File: src/rtl/fifo_stream_reader_if.sv
// Handshake bundle between the FIFO-side reader and its stream sink.
// master modport is the reader; slave is the surrounding FIFO/sink environment.
interface fifo_stream_reader_if #(
  parameter int unsigned DATA_W = 8,
  parameter int unsigned CNT_W  = 16
);
  logic              en;
  logic              fifo_empty;
  logic              fifo_rd_en;
  logic [DATA_W-1:0] fifo_rdata;
  logic              m_valid;
  logic              m_ready;
  logic [DATA_W-1:0] m_data;
  logic              busy;
  logic [CNT_W-1:0]  word_cnt;

  modport master (
    input  en, fifo_empty, fifo_rdata, m_ready,
    output fifo_rd_en, m_valid, m_data, busy, word_cnt
  );

  modport slave (
    output en, fifo_empty, fifo_rdata, m_ready,
    input  fifo_rd_en, m_valid, m_data, busy, word_cnt
  );
endinterface

File: src/rtl/fifo_stream_reader.sv
// Pops a one-cycle-latency FIFO and re-presents its words on a valid/ready stream
// through a 2-entry skid buffer, keeping full throughput under a credit rule.
module fifo_stream_reader #(
  parameter int unsigned DATA_W = 8,
  parameter int unsigned CNT_W  = 16
) (
  input  logic                 clk,
  input  logic                 rst,
  fifo_stream_reader_if.master bus
);

  logic [DATA_W-1:0] head_q, head_d;
  logic [DATA_W-1:0] tail_q, tail_d;
  logic [1:0]        occ_q, occ_d;
  logic              inflight_q;
  logic              m_valid_q;
  logic              busy_q;
  logic [CNT_W-1:0]  word_cnt_q;
  logic              pop_c;
  logic              rd_en_c;
  logic [2:0]        credit_c;

  // Buffered words plus the in-flight word, less the one leaving this cycle.
  assign pop_c    = m_valid_q && bus.m_ready;
  assign credit_c = 3'(occ_q) + 3'(inflight_q) - 3'(pop_c);
  assign rd_en_c  = bus.en && !bus.fifo_empty && !rst && (credit_c < 3'd2);

  assign bus.fifo_rd_en = rd_en_c;
  assign bus.m_valid    = m_valid_q;
  assign bus.m_data     = head_q;
  assign bus.busy       = busy_q;
  assign bus.word_cnt   = word_cnt_q;

  // Buffer update: capture lands behind whatever survives this cycle's pop.
  always_comb begin
    head_d = head_q;
    tail_d = tail_q;
    occ_d  = occ_q;
    unique case ({inflight_q, pop_c})
      2'b11: begin
        if (occ_q == 2'd2) begin
          head_d = tail_q;
          tail_d = bus.fifo_rdata;
        end else begin
          head_d = bus.fifo_rdata;
        end
      end
      2'b01: begin
        head_d = tail_q;
        occ_d  = occ_q - 2'd1;
      end
      2'b10: begin
        if (occ_q == 2'd0) begin
          head_d = bus.fifo_rdata;
        end else begin
          tail_d = bus.fifo_rdata;
        end
        occ_d = occ_q + 2'd1;
      end
      default: ;
    endcase
  end

  always_ff @(posedge clk or posedge rst) begin
    if (rst) begin
      head_q     <= '0;
      tail_q     <= '0;
      occ_q      <= 2'd0;
      inflight_q <= 1'b0;
      m_valid_q  <= 1'b0;
      busy_q     <= 1'b0;
      word_cnt_q <= '0;
    end else begin
      head_q     <= head_d;
      tail_q     <= tail_d;
      occ_q      <= occ_d;
      inflight_q <= rd_en_c;
      m_valid_q  <= (occ_d != 2'd0);
      busy_q     <= rd_en_c || (occ_d != 2'd0);
      if (pop_c) begin
        word_cnt_q <= word_cnt_q + CNT_W'(1);
      end
    end
  end

endmodule
File: src/flat_wrapper.sv
// flat-port wrapper written by rule: the top's interface ports become plain ports
module fifo_stream_reader_flat 
#(
  parameter int unsigned DATA_W = 8,
  parameter int unsigned CNT_W  = 16
)
  (clk, rst, bus_en, bus_fifo_empty, bus_fifo_rdata, bus_m_ready, bus_fifo_rd_en, bus_m_valid, bus_m_data, bus_busy, bus_word_cnt);
  fifo_stream_reader_if #(.DATA_W(DATA_W), .CNT_W(CNT_W)) bus_i ();
  input  logic clk;
  input  logic rst;
  input wire logic [$bits(bus_i.en)-1:0] bus_en;
  input wire logic [$bits(bus_i.fifo_empty)-1:0] bus_fifo_empty;
  input wire logic [$bits(bus_i.fifo_rdata)-1:0] bus_fifo_rdata;
  input wire logic [$bits(bus_i.m_ready)-1:0] bus_m_ready;
  output wire logic [$bits(bus_i.fifo_rd_en)-1:0] bus_fifo_rd_en;
  output wire logic [$bits(bus_i.m_valid)-1:0] bus_m_valid;
  output wire logic [$bits(bus_i.m_data)-1:0] bus_m_data;
  output wire logic [$bits(bus_i.busy)-1:0] bus_busy;
  output wire logic [$bits(bus_i.word_cnt)-1:0] bus_word_cnt;
  assign bus_i.en = bus_en;
  assign bus_i.fifo_empty = bus_fifo_empty;
  assign bus_i.fifo_rdata = bus_fifo_rdata;
  assign bus_i.m_ready = bus_m_ready;
  assign bus_fifo_rd_en = bus_i.fifo_rd_en;
  assign bus_m_valid = bus_i.m_valid;
  assign bus_m_data = bus_i.m_data;
  assign bus_busy = bus_i.busy;
  assign bus_word_cnt = bus_i.word_cnt;
  fifo_stream_reader #(.DATA_W(DATA_W), .CNT_W(CNT_W)) u_core (.clk(clk), .rst(rst), .bus(bus_i));
endmodule
File: config.mk
export PLATFORM = sky130hd
export DESIGN_NAME = fifo_stream_reader_flat
export DESIGN_NICKNAME = d
export VERILOG_FILES = /design/src/rtl/fifo_stream_reader_if.sv /design/src/rtl/fifo_stream_reader.sv /design/src/flat_wrapper.sv
export SDC_FILE = /design/constraint.sdc
export NUM_CORES = 1
export LEC_CHECK = 0
export BUFFER_PORTS_ARGS = -buffer_cell sky130_fd_sc_hd__buf_2
export CORE_MARGIN = 10
export CORE_UTILIZATION = 52
export DETAILED_ROUTE_END_ITERATION = 6
export GPL_ROUTABILITY_DRIVEN = 0
export GPL_TIMING_DRIVEN = 0
export PLACE_DENSITY = 0.77
export SLEW_MARGIN = 20
export SYNTH_ARGS = -nofsm -noshare
export SYNTH_HDL_FRONTEND = slang
export SYNTH_SLANG_ARGS = --single-unit
File: constraint.sdc
create_clock -name clk -period 4.2 [get_ports clk]
set_clock_uncertainty 0.05 [all_clocks]
set_input_delay 0.21 -clock clk [delete_from_list [all_inputs] [get_ports clk]]
set_output_delay 0.21 -clock clk [all_outputs]
set_load 0.005 [all_outputs]
==> results of run 1 <==
placed cells by master, fill, tap and decap left out, types with 2 or more instances in the layout:
cell type / Yosys / routed
nand3_1: 3 / 3
dfrtp_1: 37 / 37
nor2_1: 12 / 12
buf_2: 4 / 43
clkbuf_1: 2 / 2
a31oi_1: 7 / 7
a21oi_1: 10 / 10
clkbuf_4: 0 / 5
clkbuf_8: 0 / 2
xnor2_1: 13 / 13
and4_1: 2 / 2
mux2_1: 3 / 3
dlygate4sd3_1: 0 / 2
xor2_1: 6 / 6
nand2_1: 16 / 16
mux2_2: 14 / 14
nand4_1: 4 / 4
and3_1: 11 / 11
cells by family (layout without fill, tap and decap cells):
group | after synthesis | after routing
xor gates and xnor gates | 20 | 20
AOI/OAI and AO/OA | 22 | 22
and+or+nand+nor | 58 | 58
buffers and inverters | 9 | 58
adders and majority gates | 2 | 2
muxes | 17 | 17
DFF | 37 | 37
worst max-delay path by stage:
stage	end
6_report	bus_fifo_rd_en
2_1_floorplan	u_core.bus.busy
3_3_place_gp	bus_fifo_rd_en
5_1_grt	bus_fifo_rd_en
4_1_cts	bus_fifo_rd_en
3_5_place_dp	bus_fifo_rd_en
cell type report:
cell class                 instances  area (um2)
buffer                             7        35.0
clock buffer                       7        65.1
clock inverter                     1        5.00
fill                             297        1210
inverter                           2        7.51
multi-input combinational        119         843
sequential                        37         926
tap                               46        57.6
timing repair buffer              41         215
synth_stat cells:
master,n,area [um2]
nor4_1,1,6.26
dfrtp_1,37,926
xnor2_1,13,114
clkbuf_1,2,7.51
xnor2_2,1,16.3
or3b_1,1,8.76
nor2b_1,1,6.26
o21bai_1,1,7.51
nand2_1,16,60.1
inv_1,1,3.75
o21ai_1,1,5.00
nor3_2,1,10.0
a21oi_1,10,50.1
a22oi_1,1,7.51
clkinv_1,1,3.75
nand3b_1,1,7.51
a21oi_4,1,16.3
ha_1,1,12.5
xor2_1,6,52.6
mux2_1,3,33.8
nand2_2,1,6.26
fa_1,1,20.0
buf_4,1,7.51
o22ai_1,1,6.26
and4_1,2,17.5
or2_2,1,6.26
nand2b_1,1,6.26
and3_1,11,68.8
nor2_1,12,45.0
nand4_1,4,25.0
and2_1,1,6.26
mux2_2,14,158
a31oi_1,7,43.8
buf_2,4,20.0
nor3_1,1,5.00
nand3_1,3,15.0
state kept, by name, indices dropped and copies added (netlist names):
| register | flops |
|---|---|
| u_core.bus.m_valid | 1 |
| u_core.bus.m_data | 8 |
| u_core.bus.busy | 1 |
| u_core.bus.word_cnt | 16 |
| u_core.tail_q | 8 |
| u_core.occ_q | 2 |
| u_core.inflight_q | 1 |
metrics by stage:
step                      cell area (um2)  setup WS, ns  utilization  instances
after floorplan                      1810          2.00            -        165
after global placement               2060          1.83        0.614        250
after detailed placement             2060          1.73        0.614        250
after CTS                            2150          1.33        0.641        260
after global routing                 2150          1.15        0.641        260
final                                2150          1.36        0.641        260
power by group:
group	leakage (nW)	switching, mW	internal [mW]
Clock	0.0413	0.116	0.0970
Sequential	0.448	0.0975	0.479
Combinational	0.542	0.253	0.263
Total	1.03	0.467	0.839
worst max-delay path, delay by kind of cell, from the launching register on:
family	cells	cell delay, ns
flops	1	0.45
buf+inv	2	0.58
fa+ha+maj	1	0.53
simple gates	4	0.69
metal layers:
layer  routed length, um  track usage
met1                1600        0.141
met2                1960        0.217
met3                 250       0.0541
met4                  44       0.0466
met5                   0            0
==> impl_metrics.csv, run 1 <==
group,metric,value,unit
placement,dp_hpwl,2840,um
setup_path,max_stage_delay,0.53,ns
floorplan,dieArea,0.00624,mm2
timing,holdWs,0.0557,ns
drt,via_per_inst,5.38,
setup_path,reg2reg_setup_slack,1.87,ns
drt,num_vias,1398,
floorplan,io_pins,40,
cts,cts-hold-fix-buffers,2,
synth,synth_compound_gate_area_share,0.0753,
cts,htreeDepth,2,
setup_path,reg2reg_from,"u_core.bus.m_valid",
timing,setup_viol,0,
drt,drt_wl_total,3850,um
setup_path,slowest_stage,"fa_1",
drt,drc,0,
floorplan,initial_core_util,0.539,
setup_path,r2r-end,"u_core.bus.busy",
timing,relSlewSlack,0.499,
power_and_ir_drop,p_leak,1.03,nW
cts,clkLatencyLatePin,0.34,ns
setup_path,cp_max_fo,10,
min_path,hold-path-endpoint,"u_core.inflight_q",
drt,ant_nets,0,
synth,yosysUniqueCellTypes,36,
floorplan,core_area,0.00336,mm2
min_path,holdCritPathClass,"input pin to flip-flop",
drt,drtIter0Drc,92,
timing,fin_crit_sh,0.675,
cts,cts_buffers,5,
timing,tightest_slew,0.750,ns
cts,cts_root_buffer,"clkbuf_4",
layout,fin_nets,228,
global_routing,antenna_found_initial,0,
min_path,min_path_cells,3,
layout,drive_gt1_frac,0.336,
timing,rsz0062_at_grt,"no",
synth,synth_fa_ha_area_frac,0.0180,
synth,synth-simple-area-share,0.166,
synth,avgSynthCellArea,11.0,um2
synth,syn_area,0.00181,mm2
setup_path,arrival,2.58,ns
synth,netlist_instances,165,
layout,diodes,0,
cts,cts_tree,"built",
setup_path,cpMostUsedCell,"nand2_1",
setup_path,cp-startpoint,"u_core.bus.m_valid",
synth,ys_seq_area_frac,0.511,
setup_path,cp-start-kind,"flip-flop",
synth,synthMuxAreaShare,0.106,
setup_path,cp-end-kind,"output pin",
drt,dr.pass1.iters,4,
global_routing,grt_pass1_vias,1419,
global_routing,track_usage,0.129,
synth,synth_top_family_by_area,"simple AND/OR/NAND/NOR gates",
floorplan,rows,21,
cts,cts_setup_buffers,0,
timing,min_period,2.84,ns
setup_path,crit_chain,"nand2_1 -> clkbuf_1 -> nor2_1 -> fa_1 -> nand2_1 -> nor4_1 -> buf_2",
global_routing,grt_overflow,0,
cts,clock_sinks,37,
floorplan,die_width,79.0,um
floorplan,die_h,79.0,um
synth,synthXorXnorAreaFrac,0.101,
status,status,"finished clean",
power_and_ir_drop,power,1.31,mW
power_and_ir_drop,peakVddDrop,0.291,mV
cts,clk_pin_slew,0.10,ns
layout,syn_to_final_growth,18.9,%
synth,ys_ff_latch,37,
drt,wire_per_inst,14.8,um
timing,slew_violations,0,
cts,cts_resized,0,
synth,synth_fp_nets,180,
cts,cts.path.max_buffers,2,
synth,yosysWarnings,0,
power_and_ir_drop,p_per_area,606,mW/mm2
setup_path,crit_type,"flip-flop to output pin",
min_path,min-delay-start,"bus_en",
timing,hold_viol,0,
global_routing,grt_max_degree,38,
timing,max_freq,353,MHz
setup_path,reg2reg_depth,7,
setup_path,required,3.94,ns
timing,finalSetupTns,0,ns
placement,port_buffers,39,
flow_run,cap_violations,0,
global_routing,grt_first_pass_wirelength,6510,um
No activity file was read; power rests on OpenSTA's default activity.
==> inputs of run 2 (changes only) <==
--- a/config.mk
+++ b/config.mk
@@ -7,11 +7,11 @@
 export LEC_CHECK = 0
 export BUFFER_PORTS_ARGS = -buffer_cell sky130_fd_sc_hd__buf_2
 export CORE_MARGIN = 10
-export CORE_UTILIZATION = 52
+export CORE_UTILIZATION = 48
 export DETAILED_ROUTE_END_ITERATION = 6
 export GPL_ROUTABILITY_DRIVEN = 0
 export GPL_TIMING_DRIVEN = 0
-export PLACE_DENSITY = 0.77
+export PLACE_DENSITY = 0.75
 export SLEW_MARGIN = 20
 export SYNTH_ARGS = -nofsm -noshare
 export SYNTH_HDL_FRONTEND = slang
==> constraint.sdc (replaced) <==
create_clock -name clk -period 2.6 [get_ports clk]
set_clock_uncertainty 0.05 [all_clocks]
set_input_delay 0.13 -clock clk [delete_from_list [all_inputs] [get_ports clk]]
set_output_delay 0.13 -clock clk [all_outputs]
set_load 0.005 [all_outputs]
==> run 2 against run 1 <==
Compared with the run above: via count fell by 3.8%; critical path depth is the same; sequential cell count unchanged; die area up 6.2%; combinational power increased by 64%; sequential share of layout area fell by 0.66 points; non-clock buffer count shrank 2; first-iteration DRC count shrank 32%; design area increased by 1.6%; critical path type unchanged.
==> impl_metrics.csv, run 2 (synthesis gave the netlist of run 1 again) <==
group,metric,value,unit
status,status,"finished clean",
timing,hold_viol,0,
power_and_ir_drop,pwr-share-seq,0.432,
setup_path,crit_type,"flip-flop to output pin",
global_routing,track_usage,0.119,
drt,wire_per_inst,14.1,um
setup_path,cp-end-kind,"output pin",
setup_path,cp-start-kind,"flip-flop",
min_path,min_path_cells,2,
power_and_ir_drop,swShare,0.355,
cts,cts_buffers,5,
placement,dp_hpwl,2720,um
power_and_ir_drop,clockPowerShare,0.177,
layout,fin_nets,226,
timing,fin_crit_sh,0.948,
floorplan,core_area,0.00366,mm2
power_and_ir_drop,pwr-share-comb,0.392,
drt,via_per_inst,5.17,
drt,dr.pass1.iters,4,
setup_path,required,2.42,ns
setup_path,cp_max_fo,6,
layout,layout_commonest_cell,"buf_2",
drt,drc,0,
timing,rsz0062_at_grt,"no",
cts,htreeDepth,2,
cts,clock_sinks,37,
cts,cts_root_buffer,"clkbuf_8",
layout,diodes,0,
cts,cts.path.max_buffers,2,
layout,fillers,315,
flow_run,cap_violations,0,
timing,max_freq,406,MHz
timing,setup_viol,0,
timing,min_period,2.46,ns
timing,finalSetupTns,0,ns
cts,clkLatencyLatePin,0.29,ns
power_and_ir_drop,peakVddDrop,0.486,mV
layout,multiInputGateArea,863,um2
floorplan,initial_core_util,0.495,
cts,cts_tree,"built",
cts,clk_pin_slew,0.07,ns
timing,setup_slack,0.135,ns
drt,drtIter0Drc,63,
timing,holdWs,0.0482,ns
global_routing,grt_max_degree,38,
timing,slew_violations,0,
setup_path,reg2reg_depth,7,
layout,syn_to_final_growth,20.8,%
placement,pre_cts_slack,0.248,ns
power_and_ir_drop,internal_power,1.39,mW
layout,seqCellArea,926,um2
placement,place_area,0.00207,mm2
drt,drt_wl_total,3670,um
layout,fin_area,0.00219,mm2
floorplan,rows,22,
layout,drive_gt1_frac,0.354,
global_routing,grt_pass1_vias,1393,
drt,num_vias,1345,
floorplan,io_pins,40,
placement,port_buffers,39,
floorplan,die_width,81.4,um
drt,ant_nets,0,
timing,tightest_slew,0.740,ns
timing,relSlewSlack,0.506,
power_and_ir_drop,p_sw,767,uW
global_routing,grt_first_pass_wirelength,6240,um
power_and_ir_drop,p_leak,1.04,nW
power_and_ir_drop,p_per_area,988,mW/mm2
global_routing,grt_overflow,0,
setup_path,arrival,2.28,ns
global_routing,antenna_found_initial,0,
layout,layout_common_cells,"buf_2 (42), dfrtp_1 (37), nand2_1 (15), mux2_2 (14), xnor2_1 (13)",
floorplan,die_h,81.4,um
min_path,holdCritPathClass,"input pin to flip-flop",
floorplan,dieArea,0.00663,mm2
layout,largest_register_ffs,16,
-- run 2: cell types whose count changed in the layout (fill, tap and decap cells not counted), sizes merged --
cell,previous run,this run
clkinvlp,0,1
clkbuf,9,5
clkinv,2,3
-- run 2: critical path: stages (launching register included) --
cell	delay [ns]
dfrtp_1	0.42
and2_4	0.21
xnor2_1	0.14
nand2b_1	0.17
fa_1	0.51
nand2_1	0.09
nor4_4	0.30
buf_2	0.16
-- run 2: path summary, 6_finish.rpt --
path | start | end | slack, ns
hold / removal | bus_fifo_rdata[7] | u_core.tail_q[7] | 0.05
min in group asynchronous | rst | u_core.inflight_q | 0.50
max in group asynchronous | rst | u_core.bus.m_data[0] | 1.52
setup / recovery | u_core.bus.m_valid | bus_fifo_rd_en | 0.14
setup reg to reg | u_core.bus.m_valid | u_core.bus.busy | 0.51
hold reg to reg | u_core.bus.word_cnt[15] | u_core.bus.word_cnt[15] | 0.41
-- run 2: routing by layer --
layer,wire length (um),up-vias,part of all wire,GRT usage
met3,262,8,0.071,0.0426
met4,69,0,0.019,0.0588
met2,1850,31,0.50,0.208
met5,0,-,0,0
li1,-,668,-,-
met1,1490,638,0.41,0.125
-- run 2: timing repair --
action | CTS | global route
endpoints found under the setup margin | 1 | 1
gates resized for setup | 2 | 3
endpoints found under the hold margin | 38 | 0
pin swaps | 1 | 0
hold buffers | 2 | 0
setup buffers | 1 | 0
-- run 2: through the flow --
| step | std cells | power, mW | utilization |
|---|---|---|---|
| floorplan | 165 | 1.51 | - |
| global placement | 252 | 1.74 | 0.565 |
| detailed placement | 252 | 1.77 | 0.565 |
| CTS | 261 | 2.17 | 0.595 |
| global route | 260 | 2.32 | 0.598 |
| finish | 260 | 2.16 | 0.598 |
-- run 2: power by group through the flow --
stage          registers (mW)  clock network (mW)  logic, mW
2_1_floorplan           0.924                   0      0.582
3_3_place_gp            0.924                   0      0.817
3_5_place_dp            0.937                   0      0.834
4_1_cts                 0.926               0.394      0.855
5_1_grt                 0.962               0.419      0.944
6_report                0.933               0.382      0.846
-- run 2: layout make-up --
class	instances	share of cell area
clock buffers	5	0.0314
clock inverters	3	0.00800
inverters	2	0.00343
plain buffers	4	0.0103
flip-flops and latches	37	0.423
repair buffers	42	0.102
well taps	48	0.0274
multi-input cells	119	0.395
==> inputs of run 3 (changes only) <==
--- a/config.mk
+++ b/config.mk
@@ -7,11 +7,10 @@
 export LEC_CHECK = 0
 export BUFFER_PORTS_ARGS = -buffer_cell sky130_fd_sc_hd__buf_2
 export CORE_MARGIN = 10
-export CORE_UTILIZATION = 48
+export CORE_UTILIZATION = 28
 export DETAILED_ROUTE_END_ITERATION = 6
 export GPL_ROUTABILITY_DRIVEN = 0
 export GPL_TIMING_DRIVEN = 0
-export PLACE_DENSITY = 0.75
 export SLEW_MARGIN = 20
 export SYNTH_ARGS = -nofsm -noshare
 export SYNTH_HDL_FRONTEND = slang
==> run 3 against run 2 <==
Compared with the run above: combinational power is 4.7% higher; die area is 52% higher; sequential cell count stayed put; cell count is 13% higher; hold slack worse by 0.0047 ns; maximum frequency is 0.94% higher; total power is 6.9% higher; sequential power is 0.8% lower; via count is 3.3% higher; sequential share of layout area is 2.1 points lower; clock power is 30% higher; utilization is 23 points lower; largest cell class unchanged; highest routed layer unchanged.
==> impl_metrics.csv, run 3 (synthesis gave the netlist of run 1 again) <==
group,metric,value,unit
status,status,"finished clean",
power_and_ir_drop,peakVddDrop,0.410,mV
layout,fin_nets,231,
power_and_ir_drop,power,2.31,mW
timing,relSlewSlack,0.646,
cts,clock_sinks,37,
layout,diodes,0,
floorplan,io_pins,40,
timing,finalSetupTns,0,ns
global_routing,antenna_found_initial,0,
layout,drive_gt1_frac,0.369,
layout,syn_to_final_growth,27.3,%
drt,ant_nets,0,
global_routing,grt_first_pass_wirelength,7330,um
setup_path,reg2reg_from,"u_core.bus.m_valid",
layout,finish.utilization,0.365,
flow_run,cap_violations,0,
drt,drtIter0Drc,60,
setup_path,endpoint,"bus_fifo_rd_en",
placement,dp_hpwl,3140,um
layout,largest_register_ffs,16,
setup_path,reg2reg_setup_slack,0.53,ns
layout,layout_common_cells,"buf_2 (42), dfrtp_1 (36), nand2_1 (15), mux2_2 (14), xnor2_1 (13)",
timing,tightest_slew,0.528,ns
drt,drt_wl_total,4210,um
cts,cts_tree,"built",
setup_path,cp-start-kind,"flip-flop",
setup_path,reg2reg_depth,7,
setup_path,crit_type,"flip-flop to output pin",
layout,fillers,663,
drt,num_vias,1390,
global_routing,grt_max_degree,24,
setup_path,arrival,2.26,ns
cts,cts_buffers,5,
power_and_ir_drop,p_leak,1.08,nW
drt,drc,0,
timing,holdWs,0.0435,ns
cts,htreeDepth,2,
timing,max_freq,409,MHz
global_routing,grt_pass1_vias,1500,
timing,fin_crit_sh,0.939,
floorplan,die_width,100,um
drt,via_per_inst,4.73,
power_and_ir_drop,swShare,0.343,
setup_path,max_stage_delay,0.53,ns
layout,layout_commonest_cell,"buf_2",
placement,port_buffers,39,
cts,clkLatencyLatePin,0.29,ns
setup_path,cp-end-kind,"output pin",
timing,rsz0062_at_grt,"no",
power_and_ir_drop,p_sw,792,uW
setup_path,slowest_stage,"fa_1",
cts,clk_pin_slew,0.08,ns
floorplan,initial_core_util,0.287,
setup_path,cp_max_fo,12,
floorplan,core_area,0.00631,mm2
drt,dr.pass1.iters,4,
cts,cts_root_buffer,"clkbuf_8",
setup_path,required,2.42,ns
floorplan,die_h,100,um
cts,cts.path.max_buffers,2,
global_routing,track_usage,0.0892,
timing,hold_viol,0,
timing,setup_viol,0,
floorplan,dieArea,0.0101,mm2
power_and_ir_drop,p_per_area,1000,mW/mm2
power_and_ir_drop,internal_power,1.52,mW
setup_path,crit_chain,"buf_4 -> nand2_2 -> nor2_1 -> fa_1 -> nand2_1 -> nor4_4 -> buf_2",
floorplan,rows,29,
power_and_ir_drop,pwr-share-comb,0.384,
setup_path,r2r-end,"u_core.bus.busy",
min_path,holdCritPathClass,"input pin to flip-flop",
setup_path,cp-startpoint,"u_core.bus.m_valid",
timing,slew_violations,0,
global_routing,grt_overflow,0,
timing,min_period,2.44,ns
power_and_ir_drop,clockPowerShare,0.215,
drt,wire_per_inst,14.3,um
power_and_ir_drop,pwr-share-seq,0.401,
[run 3: cell types whose count changed in the layout (fill, tap and decap cells not counted), sizes merged]
cell	change
buf	+4
bufinv	+1
clkbuf	+2
clkinv	-1
clkinvlp	-1
[run 3: repair_timing]
action	in CTS	in global routing
hold buffers	2	0
setup buffers	0	4
resized for setup	2	6
hold endpoints to repair	15	0
pin swaps	0	1
endpoints found under the setup margin	1	1
[run 3: final cells by class]
class                      instances  area (um2)  share of cell area
inverter                           2        7.51             0.00326
multi-input combinational        119         863               0.374
clock buffer                       6        72.6              0.0315
clock inverter                     2        38.8              0.0168
tap                               77        96.3              0.0418
sequential                        37         927               0.402
buffer                             5        27.5              0.0119
timing repair buffer              46         273               0.118
[run 3: worst min-delay path by stage]
stage,from,end,slack (ns),depth (start not counted)
finish,bus_fifo_rdata[3],u_core.tail_q[3],0.04,2
global route,bus_fifo_rdata[2],u_core.tail_q[2],0.04,2
CTS,bus_fifo_rdata[3],u_core.tail_q[3],0.04,2
detailed placement,rst,u_core.tail_q[0],0.10,2
global placement,bus_fifo_empty,u_core.inflight_q,0.27,2
floorplan,rst,u_core.inflight_q,0.18,1
[run 3: power groups by stage]
stage / sequential [mW] / combinational [mW] / clock, mW
6_report: 0.926 / 0.886 / 0.498
3_3_place_gp: 0.926 / 0.837 / 0
2_1_floorplan: 0.924 / 0.582 / 0
5_1_grt: 0.963 / 1.01 / 0.534
4_1_cts: 0.929 / 0.877 / 0.513
3_5_place_dp: 0.940 / 0.856 / 0
[run 3: metal layers]
layer,share of wire,vias up,global-route usage
met4,0.012,0,0.0283
met1,0.43,660,0.101
li1,-,678,-
met3,0.069,7,0.0371
met2,0.49,45,0.149
met5,0,-,0
[run 3: worst max-delay path, delay by kind of cell (launching register included)]
family	cells	cell delay [ns]
AND/OR/NAND/NOR	4	0.70
adder cells (fa/ha/maj)	1	0.53
flip-flops	1	0.43
buffers and inverters	2	0.30
[run 3: stage by stage]
step	instances	setup WS, ns	instance area, um2
CTS	291	0.00515	2270
global route	294	0.0137	2310
detailed placement	282	0.128	2130
global placement	281	0.196	2100
floorplan	165	0.396	1810
finish	294	0.158	2310
